File: config.mk
export PLATFORM = sky130hd
export DESIGN_NAME = mem_port_arbiter
export DESIGN_NICKNAME = d
export VERILOG_FILES = /design/src/rtl/mem_port_arbiter.sv
export SDC_FILE = /design/constraint.sdc
export NUM_CORES = 1
export LEC_CHECK = 0
export ABC_AREA = 1
export CAP_MARGIN = 0
export CELL_PAD_IN_SITES_DETAIL_PLACEMENT = 0
export CELL_PAD_IN_SITES_GLOBAL_PLACEMENT = 1
export CORE_MARGIN = 5
export CORE_UTILIZATION = 25
export DETAILED_ROUTE_END_ITERATION = 10
export GPL_TIMING_DRIVEN = 1
export PLACE_DENSITY_LB_ADDON = 0.1
export SYNTH_ARGS = -nofsm -noshare
export SYNTH_HDL_FRONTEND = slang
export SYNTH_SLANG_ARGS = --single-unit
File: constraint.sdc
create_clock -name clk -period 2.5 [get_ports clk]
set_input_delay 0.375 -clock clk [delete_from_list [all_inputs] [get_ports clk]]
set_output_delay 0.375 -clock clk [all_outputs]
set_load 0.05 [all_outputs]
File: src/rtl/mem_port_arbiter.sv
// Single-port memory bus arbiter between fetch (imem) and load/store (dmem) ports.
// Optional imem anti-starvation streak limit: define MEM_ARB_FAIRNESS_EN.
module mem_port_arbiter #(
  parameter int unsigned ADDR_W          = 32,
  parameter int unsigned DATA_W          = 32,
  parameter int unsigned MAX_DMEM_STREAK = 4
) (
  input  logic                clk,
  input  logic                rst_n,
  input  logic                imem_req,
  input  logic [ADDR_W-1:0]   imem_addr,
  output logic [DATA_W-1:0]   imem_rdata,
  output logic                imem_wait,
  input  logic                dmem_req,
  input  logic                dmem_we,
  input  logic [ADDR_W-1:0]   dmem_addr,
  input  logic [DATA_W-1:0]   dmem_wdata,
  input  logic [DATA_W/8-1:0] dmem_wstrb,
  output logic [DATA_W-1:0]   dmem_rdata,
  output logic                dmem_wait,
  output logic                bus_valid,
  output logic                bus_we,
  output logic [ADDR_W-1:0]   bus_addr,
  output logic [DATA_W-1:0]   bus_wdata,
  output logic [DATA_W/8-1:0] bus_wstrb,
  input  logic [DATA_W-1:0]   bus_rdata,
  input  logic                bus_ready
);

  localparam int unsigned STRB_W   = DATA_W / 8;
  localparam int unsigned STREAK_W = 4;

  localparam logic [1:0] ST_IDLE  = 2'd0;
  localparam logic [1:0] ST_GNT_I = 2'd1;
  localparam logic [1:0] ST_GNT_D = 2'd2;

  // Streak limit must fit the 4-bit counter and be non-zero.
  if (MAX_DMEM_STREAK < 1 || MAX_DMEM_STREAK > 15) begin : g_bad_streak
    $error("mem_port_arbiter: MAX_DMEM_STREAK out of range 1..15");
  end

  logic [1:0]        state_q,     state_d;
  logic              bus_valid_q, bus_valid_d;
  logic              bus_we_q,    bus_we_d;
  logic [ADDR_W-1:0] bus_addr_q,  bus_addr_d;
  logic [DATA_W-1:0] bus_wdata_q, bus_wdata_d;
  logic [STRB_W-1:0] bus_wstrb_q, bus_wstrb_d;
  logic              pick_d_c;

`ifdef MEM_ARB_FAIRNESS_EN
  localparam logic [STREAK_W-1:0] STREAK_MAX = STREAK_W'(MAX_DMEM_STREAK);

  logic [STREAK_W-1:0] streak_q, streak_d;

  // dmem keeps priority until it has starved a waiting fetch STREAK_MAX times.
  assign pick_d_c = dmem_req & ~(imem_req & (streak_q == STREAK_MAX));

  always_comb begin
    streak_d = streak_q;
    if (state_q == ST_IDLE) begin
      if (pick_d_c) begin
        if (imem_req && (streak_q != STREAK_MAX)) begin
          streak_d = streak_q + STREAK_W'(1);
        end
      end else if (imem_req) begin
        streak_d = '0;
      end
    end
  end

  always_ff @(posedge clk or negedge rst_n) begin
    if (!rst_n) begin
      streak_q <= '0;
    end else begin
      streak_q <= streak_d;
    end
  end
`else
  assign pick_d_c = dmem_req;
`endif

  // Grant FSM: bus registers are loaded exactly once, on the IDLE->GNT transition.
  always_comb begin
    state_d     = state_q;
    bus_valid_d = bus_valid_q;
    bus_we_d    = bus_we_q;
    bus_addr_d  = bus_addr_q;
    bus_wdata_d = bus_wdata_q;
    bus_wstrb_d = bus_wstrb_q;
    case (state_q)
      ST_IDLE: begin
        bus_valid_d = 1'b0;
        if (pick_d_c) begin
          state_d     = ST_GNT_D;
          bus_valid_d = 1'b1;
          bus_we_d    = dmem_we;
          bus_addr_d  = dmem_addr;
          bus_wdata_d = dmem_wdata;
          bus_wstrb_d = dmem_wstrb;
        end else if (imem_req) begin
          state_d     = ST_GNT_I;
          bus_valid_d = 1'b1;
          bus_we_d    = 1'b0;
          bus_addr_d  = imem_addr;
          bus_wdata_d = '0;
          bus_wstrb_d = '0;
        end
      end
      ST_GNT_I, ST_GNT_D: begin
        // No abort: a dropped request still runs to bus_ready.
        if (bus_ready) begin
          state_d     = ST_IDLE;
          bus_valid_d = 1'b0;
        end
      end
      default: begin
        state_d     = ST_IDLE;
        bus_valid_d = 1'b0;
      end
    endcase
  end

  always_ff @(posedge clk or negedge rst_n) begin
    if (!rst_n) begin
      state_q     <= ST_IDLE;
      bus_valid_q <= 1'b0;
      bus_we_q    <= 1'b0;
      bus_addr_q  <= '0;
      bus_wdata_q <= '0;
      bus_wstrb_q <= '0;
    end else begin
      state_q     <= state_d;
      bus_valid_q <= bus_valid_d;
      bus_we_q    <= bus_we_d;
      bus_addr_q  <= bus_addr_d;
      bus_wdata_q <= bus_wdata_d;
      bus_wstrb_q <= bus_wstrb_d;
    end
  end

  // Stalls release in the completing cycle so the pipeline advances with the data.
  assign imem_wait  = imem_req & ~((state_q == ST_GNT_I) & bus_ready);
  assign dmem_wait  = dmem_req & ~((state_q == ST_GNT_D) & bus_ready);
  assign imem_rdata = bus_rdata;
  assign dmem_rdata = bus_rdata;

  assign bus_valid = bus_valid_q;
  assign bus_we    = bus_we_q;
  assign bus_addr  = bus_addr_q;
  assign bus_wdata = bus_wdata_q;
  assign bus_wstrb = bus_wstrb_q;

endmodule

### Word-level counts from Yosys, hierarchy flattened

Cells that the tools add are included.

| word-level totals | value |
|---|---|
| register bits | 72 |
| output and inout bits | 136 |
| input port bits | 138 |

| cells by class | value |
|---|---|
| bitwise logic cells | 6 |
| multiplexer cells | 16 |
| reduce and logical (&&, ||, !) cells | 5 |
| eq/ne operators | 4 |

Operators by type and width:

| cell | count |
|---|---|
| 32-bit 2-to-1 mux | 4 |
| 4-bit 2-to-1 mux | 2 |
| 2-bit 2-to-1 mux | 3 |
| 1-bit 2-to-1 mux | 5 |
| 1-bit bitwise AND | 4 |
| 2-bit one-hot mux with 2 select lines | 1 |
| 2-bit AND reduction | 2 |
| 3-bit != test (second input constant) | 1 |
| 2-bit by 1-bit equality test with 1-bit output (second input constant) | 1 |
| 2-bit equality test (second input constant) | 1 |
| 2-bit zero test | 1 |
| 2-bit != test (second input constant) | 1 |
| 1-bit NOT | 2 |
| 1-bit one-hot mux with 2 select lines | 1 |
| 2-bit nonzero test | 1 |
| 2-bit OR reduction | 1 |

### Logic depth before layout (Yosys ltp)

| logic depth | value |
|---|---|
| depth after elaboration | 4 |
| depth in mapped cells | 7 |

### Worst setup path before layout

No wires, ideal clock.

| path | value |
|---|---|
| kind | register -> output |
| start point | register state_q[1] |
| end point | output imem_wait |
| path buffers | 0 |
| slack | 0.407 ns |
| cell stages (with the launch flop) | 4 |
| required time | 2.125 ns |
| arrival | 1.718 ns |
| path through | dfrtp_1 > inv_1 > ha_1 > a21boi_0 |

| between the ends | value |
|---|---|
| cells in the longest elaborated chain, start to end | 4 |

Ends and longest elaborated chain:

| item | line | text |
|---|---|---|
| start, declared | 42 | `logic [1:0] state_q, state_d;` |
| start signal, assigned | 132 | `state_q <= state_d;` |
| 2-bit by 1-bit equality test with 1-bit output | 142 | `assign imem_wait = imem_req & ~((state_q == ST_GNT_I) & bus_ready);` |
| 1-bit bitwise AND | 142 |  |
| 1-bit NOT | 142 |  |
| 1-bit bitwise AND | 142 |  |
| end, declared | 13 | `output logic imem_wait,` |

No other way between the ends.

### Final worst setup path

Same ends and word-level chain as after synthesis.

==> qor.yml <==
critical_path:
  cp.required_ns: 2.12
  critPathArrivalTime_ns: 1.53
  cp_max_fo: 3
  critPathCaptureType: "primary output"
  regToRegSetupSlack_ns: 0.84
  startpoint_type: "flip-flop"
  crit_type: "reg -> out"
power_and_ir_drop:
  cellLeakagePower_nw: 2.74
  ir_drop_v: 0.000867
  total_power_mw: 7.77
  power_density_mw_per_mm2: 1410
global_routing:
  grt_pass1_vias: 3493
  grt_pass1_wl_um: 19400
  grt_max_degree: 73
  overflow: 0
  track_usage_pct: 13.8
  antenna_found_initial: 0
clocking:
  root_buffer: "clkbuf_16"
  postCtsHoldBufs: 0
  cts_tree: "yes"
  cts_resized: 0
  worst_skew_pair.late_latency_ns: 0.33
  clock_path_buffers: 2
  cts.clk_slew.worst_paths_ns: 0.06
  clock_sink_count: 72
  htreeDepth: 3
  post_cts_buffers: 0
  cts_buffers: 9
final_layout:
  syn_to_final_growth_pct: 47.2
  multi_input_area_mm2: 0.00132
  instances_no_fill: 785
  layout-drive-gt1-share_pct: 4.99
  ff_latch_area_mm2: 0.00180
  fill_cells: 1499
  diodes: 0
  nNetsFinal: 738
routing:
  first_pass_iters: 4
  vias: 3259
  drtAntennaViolNets: 0
  wl_per_cell_um: 15.0
  initialDrtViolationCount: 109
  drcViolationCount: 0
  vias_per_cell: 4.15
  drt_wl_total_um: 11800
timing:
  layout_min_cycle_time_ns: 1.91
  worst_pin_slew_ns: 0.962
  maxSlewHeadroom_pct: 35.9
  drv_slew: 0
  setup-tns-final_ns: 0
  hold_viol: 0
  fmax_mhz: 524
  period_share_pct: 76.3
  setup_viol: 0
  worst_clock_skew_ns: 0.00773
  postLayoutSetupSlackWorst_ns: 0.593
  rsz0062_at_grt: "false"
placement:
  placed_cells: 769
  dp_hpwl_um: 8350
  gp_congestion: 0.693
  io_buffers: 177
  dp_slack_ns: 0.609
yosys:
  netlist_area_mm2: 0.00375
  synth.yosys.seq_area_share_pct: 48.1
  yosys_register_bits: 72
  syn_nets: 632
  syn_inst: 490
  yosys_warnings: 0
  synthDistinctLibCells: 13
  syn_avg_cell_area_um2: 7.65
hold_path:
  min-delay-path-class: "in -> async"
floorplanning:
  rows: 44
  io_pins: 274
  die_w_um: 132
  dieArea_mm2: 0.0175
  die_h_um: 132
  core_region_area_mm2: 0.0146
  initial_core_util_pct: 25.7
outcome:
  outcome: "complete, no violations"
run:
  max-cap-violations: 0
## worst paths after layout
check,end,start,cells past startpoint
max in group asynchronous,bus_wdata[7],rst_n,1
worst max-delay path,imem_wait,state_q[1],4
worst min-delay path,bus_addr[15],rst_n,1
worst max register to register,bus_addr[1],state_q[0],6
worst min register to register,bus_wdata[14],bus_wdata[14],2
min in group clk,state_q[1],dmem_req,3
## state kept, by name, indices dropped and copies added (netlist names)
name / cells
bus_valid: 1
bus_wdata: 32
bus_we: 1
bus_wstrb: 4
bus_addr: 32
state_q: 2
## synthesized netlist by cell type
cell type  instances  area (um^2)
nor2_1             3         11.3
o21ai_2            1         8.76
buf_4             68          510
a21oi_1            2         10.0
a21boi_0           1         7.51
buf_2             20          100
nand2_1          273         1020
dfrtp_1           72         1800
ha_1               4         50.1
inv_1              4         15.0
inv_2              2         7.51
nand3_1           39          195
clkbuf_1           1         3.75
## power by group
| group | internal [mW] | switching (mW) |
|---|---|---|
| clock network | 0.823 | 0.500 |
| registers | 1.72 | 0.285 |
| logic | 1.40 | 3.04 |
| total | 3.94 | 3.82 |
## per-layer routing
metal	global-route usage (%)	wire, um
met5	0	0
met4	6.28	274
met3	3.64	731
met2	23.1	5910
met1	16.5	4870
## final cells by class
type	instances	share of cell area (%)
multi-input combinational	323	23.8
timing repair buffer	184	33.3
tap	184	4.18
clock buffer	11	4.58
inverter	6	0.408
clock inverter	5	0.998
sequential	72	32.7
## cells in the final DEF, fill, tap and decap left out, types with 2 or more instances in the layout
master	instances
clkbuf_16	9
nand3_1	39
buf_4	8
dfrtp_1	72
buf_12	2
clkinv_2	2
nor2_1	3
ha_1	4
clkbuf_8	2
clkinvlp_4	2
a21oi_1	2
nand2_1	273
inv_2	2
inv_1	4
clkdlybuf4s50_1	173
## critical path: stages, from the launching register on
cell and delay (ns):
dfrtp_1 0.37, inv_1 0.09, ha_1 0.19, a21boi_0 0.36, buf_12 0.19
## per-stage QoR
| stage | hold slack, ns | instance area [um^2] | utilization [%] |
|---|---|---|---|
| 3_5_place_dp | 0.457 | 5210 | 35.7 |
| 6_report | 0.194 | 5510 | 37.8 |
| 4_1_cts | 0.243 | 5510 | 37.8 |
| 3_3_place_gp | 0.454 | 5210 | 35.7 |
| 5_1_grt | 0.274 | 5510 | 37.8 |
| 2_1_floorplan | 0.0794 | 3750 | - |
## cells by family after synthesis
kind of cell / share of synthesized area (%)
buffers and inverters: 17.0
AO/OA/AOI/OAI: 0.702
adder cells (fa/ha/maj): 1.34
AND/OR/NAND/NOR: 32.9
flip-flops: 48.1
Power figures use the tool's default switching activity.
